`config.mk`:
```
export PLATFORM = sky130hd
export DESIGN_NAME = micro_sequencer
export DESIGN_NICKNAME = d
export VERILOG_FILES = /design/src/rtl/micro_sequencer_pkg.sv /design/src/rtl/uprog_rom.sv /design/src/rtl/micro_sequencer.sv
export SDC_FILE = /design/constraint.sdc
export NUM_CORES = 1
export LEC_CHECK = 0
export ABC_AREA = 1
export BUFFER_PORTS_ARGS = -buffer_cell sky130_fd_sc_hd__buf_2
export CAP_MARGIN = 30
export CORE_AREA = 2 2 39 41
export CTS_CLUSTER_SIZE = 8
export DETAILED_ROUTE_END_ITERATION = 7
export DIE_AREA = 0 0 41 43
export GPL_TIMING_DRIVEN = 1
export PLACE_DENSITY = 0.62
export SYNTH_ARGS = -nofsm -noshare
export SYNTH_HDL_FRONTEND = slang
export SYNTH_SLANG_ARGS = --single-unit
export TNS_END_PERCENT = 50
```
`constraint.sdc`:
```
create_clock -name clk -period 1 [get_ports clk]
set_input_delay 0.1 -clock clk [delete_from_list [all_inputs] [get_ports clk]]
set_output_delay 0.1 -clock clk [all_outputs]
set_load 0.01 [all_outputs]
```
`src/rtl/micro_sequencer_pkg.sv`:
```
// Shared definitions for the micro-sequencer: sequencing op encodings,
// FSM state enum, ALU operation codes and the per-word control struct.
// A ROM word is laid out as {ceo[NREG], ctrl_t, target[ADDR_W]}, MSB first.
package micro_sequencer_pkg;

  // Sequencing ops; encoding 3'd7 is unused and executes as NEXT.
  typedef enum logic [2:0] {
    SEQ_NEXT = 3'd0,
    SEQ_JMP  = 3'd1,
    SEQ_JCY  = 3'd2,
    SEQ_JZ   = 3'd3,
    SEQ_CALL = 3'd4,
    SEQ_RET  = 3'd5,
    SEQ_HALT = 3'd6
  } seq_op_e;

  typedef enum logic [1:0] {
    ST_IDLE = 2'd0,
    ST_RUN  = 2'd1,
    ST_HALT = 2'd2
  } state_e;

  // ALU operation codes shared with the datapath.
  localparam logic [2:0] ALU_ADD  = 3'd0;
  localparam logic [2:0] ALU_SUB  = 3'd1;
  localparam logic [2:0] ALU_AND  = 3'd2;
  localparam logic [2:0] ALU_OR   = 3'd3;
  localparam logic [2:0] ALU_XOR  = 3'd4;
  localparam logic [2:0] ALU_INC  = 3'd5;
  localparam logic [2:0] ALU_DEC  = 3'd6;
  localparam logic [2:0] ALU_PASS = 3'd7;

  // Width-independent middle section of a ROM word.
  typedef struct packed {
    logic [2:0] alu_code;
    logic       ce;
    logic       cy_ce;
    logic       a_ce;
    seq_op_e    seq_op;
  } ctrl_t;

  localparam int CTRL_W = $bits(ctrl_t);

  // Total ROM word width for a given address width and register count.
  function automatic int rom_word_w(input int addr_w, input int nreg);
    return nreg + CTRL_W + addr_w;
  endfunction

endpackage

```
`src/rtl/uprog_rom.sv`:
```
// Microprogram ROM with combinational read.
// The image arrives through INIT, which the build generates from the
// microprogram source file; word i occupies INIT[i*WORD_W +: WORD_W].
// Ports:
//   addr_i   - microprogram address
//   ceo_o    - register output-enable field of the addressed word
//   ctrl_o   - ALU code, clock enables and seq_op of the addressed word
//   target_o - jump/call target of the addressed word
module uprog_rom
  import micro_sequencer_pkg::*;
#(
  parameter int ADDR_W = 5,
  parameter int NREG   = 4,
  parameter logic [(2**ADDR_W)*(NREG+CTRL_W+ADDR_W)-1:0] INIT = '0
) (
  input  logic [ADDR_W-1:0] addr_i,
  output logic [NREG-1:0]   ceo_o,
  output ctrl_t             ctrl_o,
  output logic [ADDR_W-1:0] target_o
);

  localparam int DEPTH  = 2**ADDR_W;
  localparam int WORD_W = rom_word_w(ADDR_W, NREG);

  logic [WORD_W-1:0] rom [DEPTH];
  logic [WORD_W-1:0] word;

  for (genvar i = 0; i < DEPTH; i++) begin : g_word
    assign rom[i] = INIT[i*WORD_W +: WORD_W];
  end

  assign word = rom[addr_i];
  assign {ceo_o, ctrl_o, target_o} = word;

endmodule

```
`src/rtl/micro_sequencer.sv`:
```
// Microprogram sequencer: IDLE/RUN/HALT state machine, address register,
// return-address stack and gating of the ROM control word.
// Ports:
//   clk, rst              - clock, synchronous active-high reset
//   start_i               - begin execution at address 0 from IDLE or HALT
//   step_en_i             - advance enable; low stalls the sequencer
//   cy_flag_i, z_flag_i   - ALU flags tested by JCY / JZ
//   addr_o                - current microprogram address
//   ceo_o                 - one-hot register output enable
//   alu_code_o            - ALU operation code
//   ce_o, cy_ce_o, a_ce_o - general, carry and accumulator clock enables
//   running_o, halted_o   - RUN / HALT state indicators
//   stack_err_o           - sticky return-stack overflow/underflow flag
module micro_sequencer
  import micro_sequencer_pkg::*;
#(
  parameter int ADDR_W      = 5,
  parameter int NREG        = 4,
  parameter int STACK_DEPTH = 2,
  parameter logic [(2**ADDR_W)*(NREG+CTRL_W+ADDR_W)-1:0] ROM_INIT = '0
) (
  input  logic              clk,
  input  logic              rst,
  input  logic              start_i,
  input  logic              step_en_i,
  input  logic              cy_flag_i,
  input  logic              z_flag_i,
  output logic [ADDR_W-1:0] addr_o,
  output logic [NREG-1:0]   ceo_o,
  output logic [2:0]        alu_code_o,
  output logic              ce_o,
  output logic              cy_ce_o,
  output logic              a_ce_o,
  output logic              running_o,
  output logic              halted_o,
  output logic              stack_err_o
);

  localparam int SP_W  = $clog2(STACK_DEPTH + 1);
  localparam int IDX_W = (STACK_DEPTH > 1) ? $clog2(STACK_DEPTH) : 1;
  localparam logic [SP_W-1:0] SP_FULL = SP_W'(STACK_DEPTH);

  state_e            state_q, state_d;
  logic [ADDR_W-1:0] addr_q, addr_d;
  logic [SP_W-1:0]   sp_q, sp_d;
  logic              err_q, err_d;
  logic [ADDR_W-1:0] stack_q [STACK_DEPTH];

  logic [NREG-1:0]   rom_ceo;
  ctrl_t             rom_ctrl;
  logic [ADDR_W-1:0] rom_target;

  logic [ADDR_W-1:0] addr_inc;
  logic [IDX_W-1:0]  push_idx;
  logic [IDX_W-1:0]  pop_idx;
  logic              push_en;
  logic              active;

  uprog_rom #(
    .ADDR_W (ADDR_W),
    .NREG   (NREG),
    .INIT   (ROM_INIT)
  ) u_rom (
    .addr_i   (addr_q),
    .ceo_o    (rom_ceo),
    .ctrl_o   (rom_ctrl),
    .target_o (rom_target)
  );

  // Natural overflow gives the wrap from the last address back to 0.
  assign addr_inc = addr_q + ADDR_W'(1);
  assign push_idx = sp_q[IDX_W-1:0];
  assign pop_idx  = IDX_W'(sp_q - SP_W'(1));

  always_comb begin
    // NOTE: every signal gets a default before the case so no path leaves
    // one unassigned, which would otherwise infer a latch.
    state_d = state_q;
    addr_d  = addr_q;
    sp_d    = sp_q;
    err_d   = err_q;
    push_en = 1'b0;

    unique case (state_q)
      ST_IDLE, ST_HALT: begin
        if (start_i) begin
          state_d = ST_RUN;
          addr_d  = '0;
          sp_d    = '0;
          err_d   = 1'b0;
        end
      end
      ST_RUN: begin
        if (step_en_i) begin
          case (rom_ctrl.seq_op)
            SEQ_JMP: addr_d = rom_target;
            SEQ_JCY: addr_d = cy_flag_i ? rom_target : addr_inc;
            SEQ_JZ:  addr_d = z_flag_i  ? rom_target : addr_inc;
            SEQ_CALL: begin
              if (sp_q == SP_FULL) begin
                state_d = ST_HALT;
                err_d   = 1'b1;
              end else begin
                push_en = 1'b1;
                sp_d    = sp_q + SP_W'(1);
                addr_d  = rom_target;
              end
            end
            SEQ_RET: begin
              if (sp_q == '0) begin
                state_d = ST_HALT;
                err_d   = 1'b1;
              end else begin
                sp_d   = sp_q - SP_W'(1);
                addr_d = stack_q[pop_idx];
              end
            end
            SEQ_HALT: state_d = ST_HALT;
            default:  addr_d  = addr_inc;  // NEXT and unused encodings
          endcase
        end
      end
      default: state_d = ST_IDLE;
    endcase
  end

  always_ff @(posedge clk) begin
    // NOTE: state registers use non-blocking assignments so every flop
    // samples the pre-edge values regardless of statement order.
    if (rst) begin
      state_q <= ST_IDLE;
      addr_q  <= '0;
      sp_q    <= '0;
      err_q   <= 1'b0;
    end else begin
      state_q <= state_d;
      addr_q  <= addr_d;
      sp_q    <= sp_d;
      err_q   <= err_d;
    end
  end

  // NOTE: stack storage is deliberately not reset; sp_q alone defines which
  // entries are valid, so clearing the array would only add reset fan-out.
  always_ff @(posedge clk) begin
    if (!rst && push_en) begin
      stack_q[push_idx] <= addr_inc;
    end
  end

  assign running_o   = (state_q == ST_RUN);
  assign halted_o    = (state_q == ST_HALT);
  assign stack_err_o = err_q;
  assign addr_o      = addr_q;

  // Control word reaches the datapath only on an executing cycle.
  assign active     = running_o && step_en_i;
  assign ceo_o      = active ? rom_ceo           : '0;
  assign alu_code_o = active ? rom_ctrl.alu_code : '0;
  assign ce_o       = active && rom_ctrl.ce;
  assign cy_ce_o    = active && rom_ctrl.cy_ce;
  assign a_ce_o     = active && rom_ctrl.a_ce;

endmodule
```
; Word-level counts from Yosys, hierarchy flattened
; Memories as Yosys holds them, arrays and structs flattened.
; Index checks and enable logic that the tools add are counted.
[word_totals]
ff_bits = 10
latchBits = 0
ramBits = 10
romBits = 576
wordCells = 79
n_memories = 2
[classes]
addsub = 3
mul = 0
n_div = 0
magnitude_cmp = 1
n_eq_ne = 18
n_shift = 0
n_mux = 36
bitwise = 1
reduce_logical = 14
[memory_table]
columns = memory, depth, width, rd, rd_ports_with_merged_regs, wr, line
row1 = (name not given), 32, 18, 1, 0, 0, uprog_rom.sv:32  ; assign word = rom[addr_i];
row2 = stack_q, 2, 5, 1, 0, 1, micro_sequencer.sv:47  ; logic [ADDR_W-1:0] stack_q [STACK_DEPTH];
[ops]
columns = op, count
row1 = $mux 18, 2
row2 = $mux 5, 6
row3 = $pmux 5 s6, 1
row4 = $reduce_and 6->1, 3
row5 = $mux 2, 8
row6 = $ne 3x3->1 const B, 4
row7 = $pmux 2 s2, 3
row8 = $mux 1, 10
row9 = $pmux 5 s2, 1
row10 = $eq 3x3->1 const B, 3
row11 = $eq 3x2->1 const B, 2
row12 = $ge 6x6->1 const B, 1
row13 = $ne 2x2->1 const B, 3
row14 = $not 5->6, 1
row15 = $pmux 2 s3, 1
row16 = $add 5x1->5 const B, 1
row17 = $logic_and 1x1->1, 5
row18 = $reduce_and 5->1, 1
row19 = $eq 2x2->1 const B, 2
row20 = $logic_not 2->1, 2
row21 = $mux 4, 1
row22 = $ne 4x1->1 const B, 1
row23 = $pmux 1 s2, 2
row24 = $eq 3x1->1 const B, 1
row25 = other kinds (8), 8

; Logic depth before layout (Yosys ltp)
[depth]
depth_word = 11
depth_mapped = 7

; Modules after synthesis
; Synthesis repeated with hierarchy kept, for this count alone.
[unflattened]
cells_unflattened = 195
area_unflattened_um2 = 1463.9
[modules_own_cells]
columns = mod, n_inst, cells_each, area_each_um2, seq_area_each_um2
row1 = micro_sequencer, 1, 176, 1325.0, 500.5
row2 = uprog_rom, 1, 19, 138.9, 0.0

; Worst setup path after synthesis
; No wires, ideal clock.
[synth_timing]
kind = register to register
start = register addr_q[0] (netlist: addr_o[0])
end = register addr_q[4] (netlist: addr_o[4])
arrival_time_ns = 0.897
t_required_ns = 0.885
slack_ns = -0.012
stages_incl_launch_ff = 7
n_path_buf = 0
period_less_slack_ns = 1.012
cell_sequence = dfxtp_1 ha_1 nand4_1 nand2_1 nand2_1 nand2_1 nor2_1
[synth_via]
elab_chain_cells = 8
word_cells_on_any_way = 21
[synth_lines]
columns = item, line
row1 = start: declaration, micro_sequencer.sv:44  ; logic [ADDR_W-1:0] addr_q, addr_d;
row2 = start signal: assignment, micro_sequencer.sv:137  ; addr_q <= addr_d;
row3 = $not 5->6 (not written as such), uprog_rom.sv:32
row4 = $mem_v2 32x18, --
row5 = $mux 18 (not written as such) (2 in a row), uprog_rom.sv:32
row6 = $eq 3x3->1 (tied with other cells), micro_sequencer.sv:95  ; case (rom_ctrl.seq_op)
row7 = $pmux 5 s6, micro_sequencer.sv:95
row8 = $mux 5, micro_sequencer.sv:94  ; if (step_en_i) begin
row9 = $pmux 5 s2, micro_sequencer.sv:84  ; unique case (state_q)
; Several ways; a longest one is shown, not always the timed one. The select of a mux whose other input is x is not followed.
; A chain may end at the register's enable or synchronous reset.

; Worst setup path after layout
[layout_timing]
start = register state_q[0]
end = output running_o
[layout_via]
elab_chain_cells = 1
[layout_lines]
columns = item, line
row1 = start: declaration, micro_sequencer.sv:43  ; state_e state_q, state_d;
row2 = start signal: assignment, micro_sequencer.sv:136  ; state_q <= state_d;
row3 = $eq 2x1->1, micro_sequencer.sv:151  ; assign running_o = (state_q == ST_RUN);
row4 = end: declaration, micro_sequencer.sv:34  ; output logic running_o,
; Every way passes these cells.

==> impl_metrics.csv <==
group,metric,value,unit
outcome,status,"complete, no violations",
sta,maxSlewViolCount,0,
worst_setup_path,worstSetupStartpointType,"flip-flop",
sta,tns,0,ns
cells_and_area,seq_area,163.9,µm²
worst_setup_path,timing.rr.end,"addr_o[4]",
flow_run,drv_cap,0,
cells_and_area,final_nets,89,
route,ant_nets,0,
floorplanning,io_pins,24,
floorplanning,die_w,41,µm
cells_and_area,n_antenna_cell,0,
logic_synthesis,postSynth.asyncResetShare,0,%
worst_setup_path,r2r_setup_slack,0.07,ns
clock_tree,cts.sinks,8,
logic_synthesis,synth_common_cells,"nand2_1 (13), buf_4 (10), inv_1 (9), dfxtp_1 (8), nor2_1 (8)",
route,drtIter0Drc,4,
floorplanning,die_area,1763,µm²
route,drc,0,
hold_path,min_to,"state_q[1]",
worst_setup_path,crit_path_max_fanout,5,
logic_synthesis,synth.largest_area_cell,"dfxtp_1",
logic_synthesis,ys_seq_elements,8,
clock_tree,htree_num_levels,1,
global_route,grt_start_max_net_pins,8,
worst_setup_path,reg2reg_depth,5,
logic_synthesis,synth-warning-count,0,
logic_synthesis,synth_area_leaders,"dfxtp_1 (36%), buf_4 (17%), nand2_1 (11%)",
worst_setup_path,required,0.90,ns
worst_setup_path,slowest_delay,0.36,ns
worst_setup_path,cp_slowest_cell,"dfxtp_2",
placement,dp_cells,92,
clock_tree,cts_tree,"yes",
sta,period_needed,0.9431,ns
global_route,antenna_found_initial,0,
route,vias,394,
power,peakVddDrop,0.6226,mV
global_route,grtUsageTotal,10.47,%
sta,hold_viol,0,
route,vias_per_cell,4.104,
placement,gp_congestion,0.7356,
logic_synthesis,synth_area,440.4,µm²
worst_setup_path,cp-end-kind,"output pin",
sta,rsz0062_at_grt,"true",
floorplanning,std_cell_rows,14,
global_route,globalRouteOverflowTotal,0,
route,wl,791,µm
hold_path,hold-path-cell-count,2,
cells_and_area,areaGrowthSynthToFinish,21.31,%
power,power_density,1282,nW/µm²
floorplanning,die_h,43,µm
clock_tree,hold_buffers,0,
hold_path,hold_class,"input port to flip-flop",
cells_and_area,drive_above_1_share,32.50,%
cells_and_area,multi_input_area,210.2,µm²
worst_setup_path,arrival,0.84,ns
sta,fin_worst_skew,0.001627,ns
placement,port_buffers,11,
route,avgRoutedWirePerCell,8.240,µm
power,p_leak,0.2836,nW
cells_and_area,layoutNonFillerInstCount,96,
worst_setup_path,critical_path_buf_inv_count,2,
clock_tree,clock_path_buffers,2,
logic_synthesis,synth-edff-count,0,
logic_synthesis,netlist-cell-type-count,13,
sta,post-route-period-util,94.31,%
global_route,grt_first_pass_wirelength,1262,µm
logic_synthesis,yosysSeqAreaShare,36.36,%
cells_and_area,final.fill_count,160,
worst_setup_path,crit_cells,3,
logic_synthesis,synth_area_per_cell,6.882,µm²
global_route,grt_pass1_vias,308,
worst_setup_path,cp_top_family,"flip-flops",
sta,max_freq,1060,MHz
route,dr.pass1.iters,4,
logic_synthesis,synth_top_area_share,36.36,%
logic_synthesis,ys.flop_type,"dfxtp_1",
clock_tree,cts-root-buf,"clkbuf_4",
worst_setup_path,path_cells,"nand2_2 > inv_2 > buf_6",
worst_setup_path,worst_r2r_startpoint,"addr_o[1]",
clock_tree,cts_made_buffers,3,
logic_synthesis,yosysMostFrequentCell,"nand2_1",
power,power,0.0006850,W
hold_path,hp-start,"start_i",
logic_synthesis,netlist_instances,64,
placement,dp_hpwl,604.8,µm
sta,report.final.setup_viol,0,
floorplanning,start_util,31.83,%
clock_tree,clkTransAtPathRegs,0.05,ns
worst_setup_path,path_class,"flip-flop to output pin",
clock_tree,clk_latency,0.25,ns
floorplanning,coreArea,1384,µm²
## layout make-up
| cell class | count | share of cell area, % |
|---|---|---|
| inverter | 9 | 6.323 |
| multi-input combinational | 46 | 39.34 |
| timing repair buffer | 14 | 15.69 |
| tap | 16 | 3.747 |
| clock buffer | 3 | 4.215 |
| sequential | 8 | 30.68 |
## flip-flops by register name (all words and copies together) (netlist names)
name / cells
state_q: 2
addr_o: 5
stack_err_o: 1
## cells by family after synthesis
kind of cell	count (synthesis)	share of synthesized area, %
buf+inv	19	24.71
fa+ha+maj	1	2.840
other cells	1	0.8515
flops	8	36.36
compound gates	7	7.954
simple gates	28	27.27
## layer usage
layer,vias up,global-route usage [%],share of wire (%)
met4,0,6.000,0
met1,168,14.61,49
met5,-,0,0
met3,0,1.571,7.6
li1,211,-,-
met2,15,14.69,43
## stage by stage
stage	area [µm²]	hold slack (ns)	util [%]	setup slack, ns
CTS	520.5	0.02686	37.61	0.01275
detailed placement	490.5	0.2945	35.44	0.03208
global placement	490.5	0.2945	35.44	0.05698
floorplan	475.5	0.1691	-	0.001118
finish	534.3	0.02935	38.61	0.05690
global route	534.3	0.03671	38.61	-0.01221
## cells in the final DEF (no fill, tap or decap), types with 2 or more instances in the layout
master	instances
buf_2	10
buf_4	3
nand2_1	12
nor2_1	8
dfxtp_1	5
nand3_1	2
nand2_2	3
nand4_1	2
a21oi_1	6
conb_1	10
inv_1	7
dfxtp_2	3
inv_2	2
clkbuf_4	3
## repair_timing
item                       in CTS  in global routing
pin swaps                       0                  1
setup endpoints to repair       1                  3
gates resized for setup         4                  3
gates cloned                    0                  0
buffers inserted                0                  1
## where the power goes
part	leakage [nW]	switching, W	internal [W]
registers	0.0660	0.00000639	0.000327
clock network	0.0138	0.000110	0.000137
logic	0.204	0.0000661	0.0000379
total	0.284	0.000183	0.000502
## worst max-delay path by stage
stage               startpoint        end  slack [ns]
global route        state_q[0]  addr_o[4]       -0.01
floorplan            addr_o[1]  addr_o[4]       0.001
detailed placement   addr_o[0]  addr_o[4]        0.03
CTS                 state_q[0]  running_o        0.01
global placement     addr_o[0]  addr_o[4]        0.06
finish              state_q[0]  running_o        0.06
Note: power is estimated with default switching activity, not from simulation.
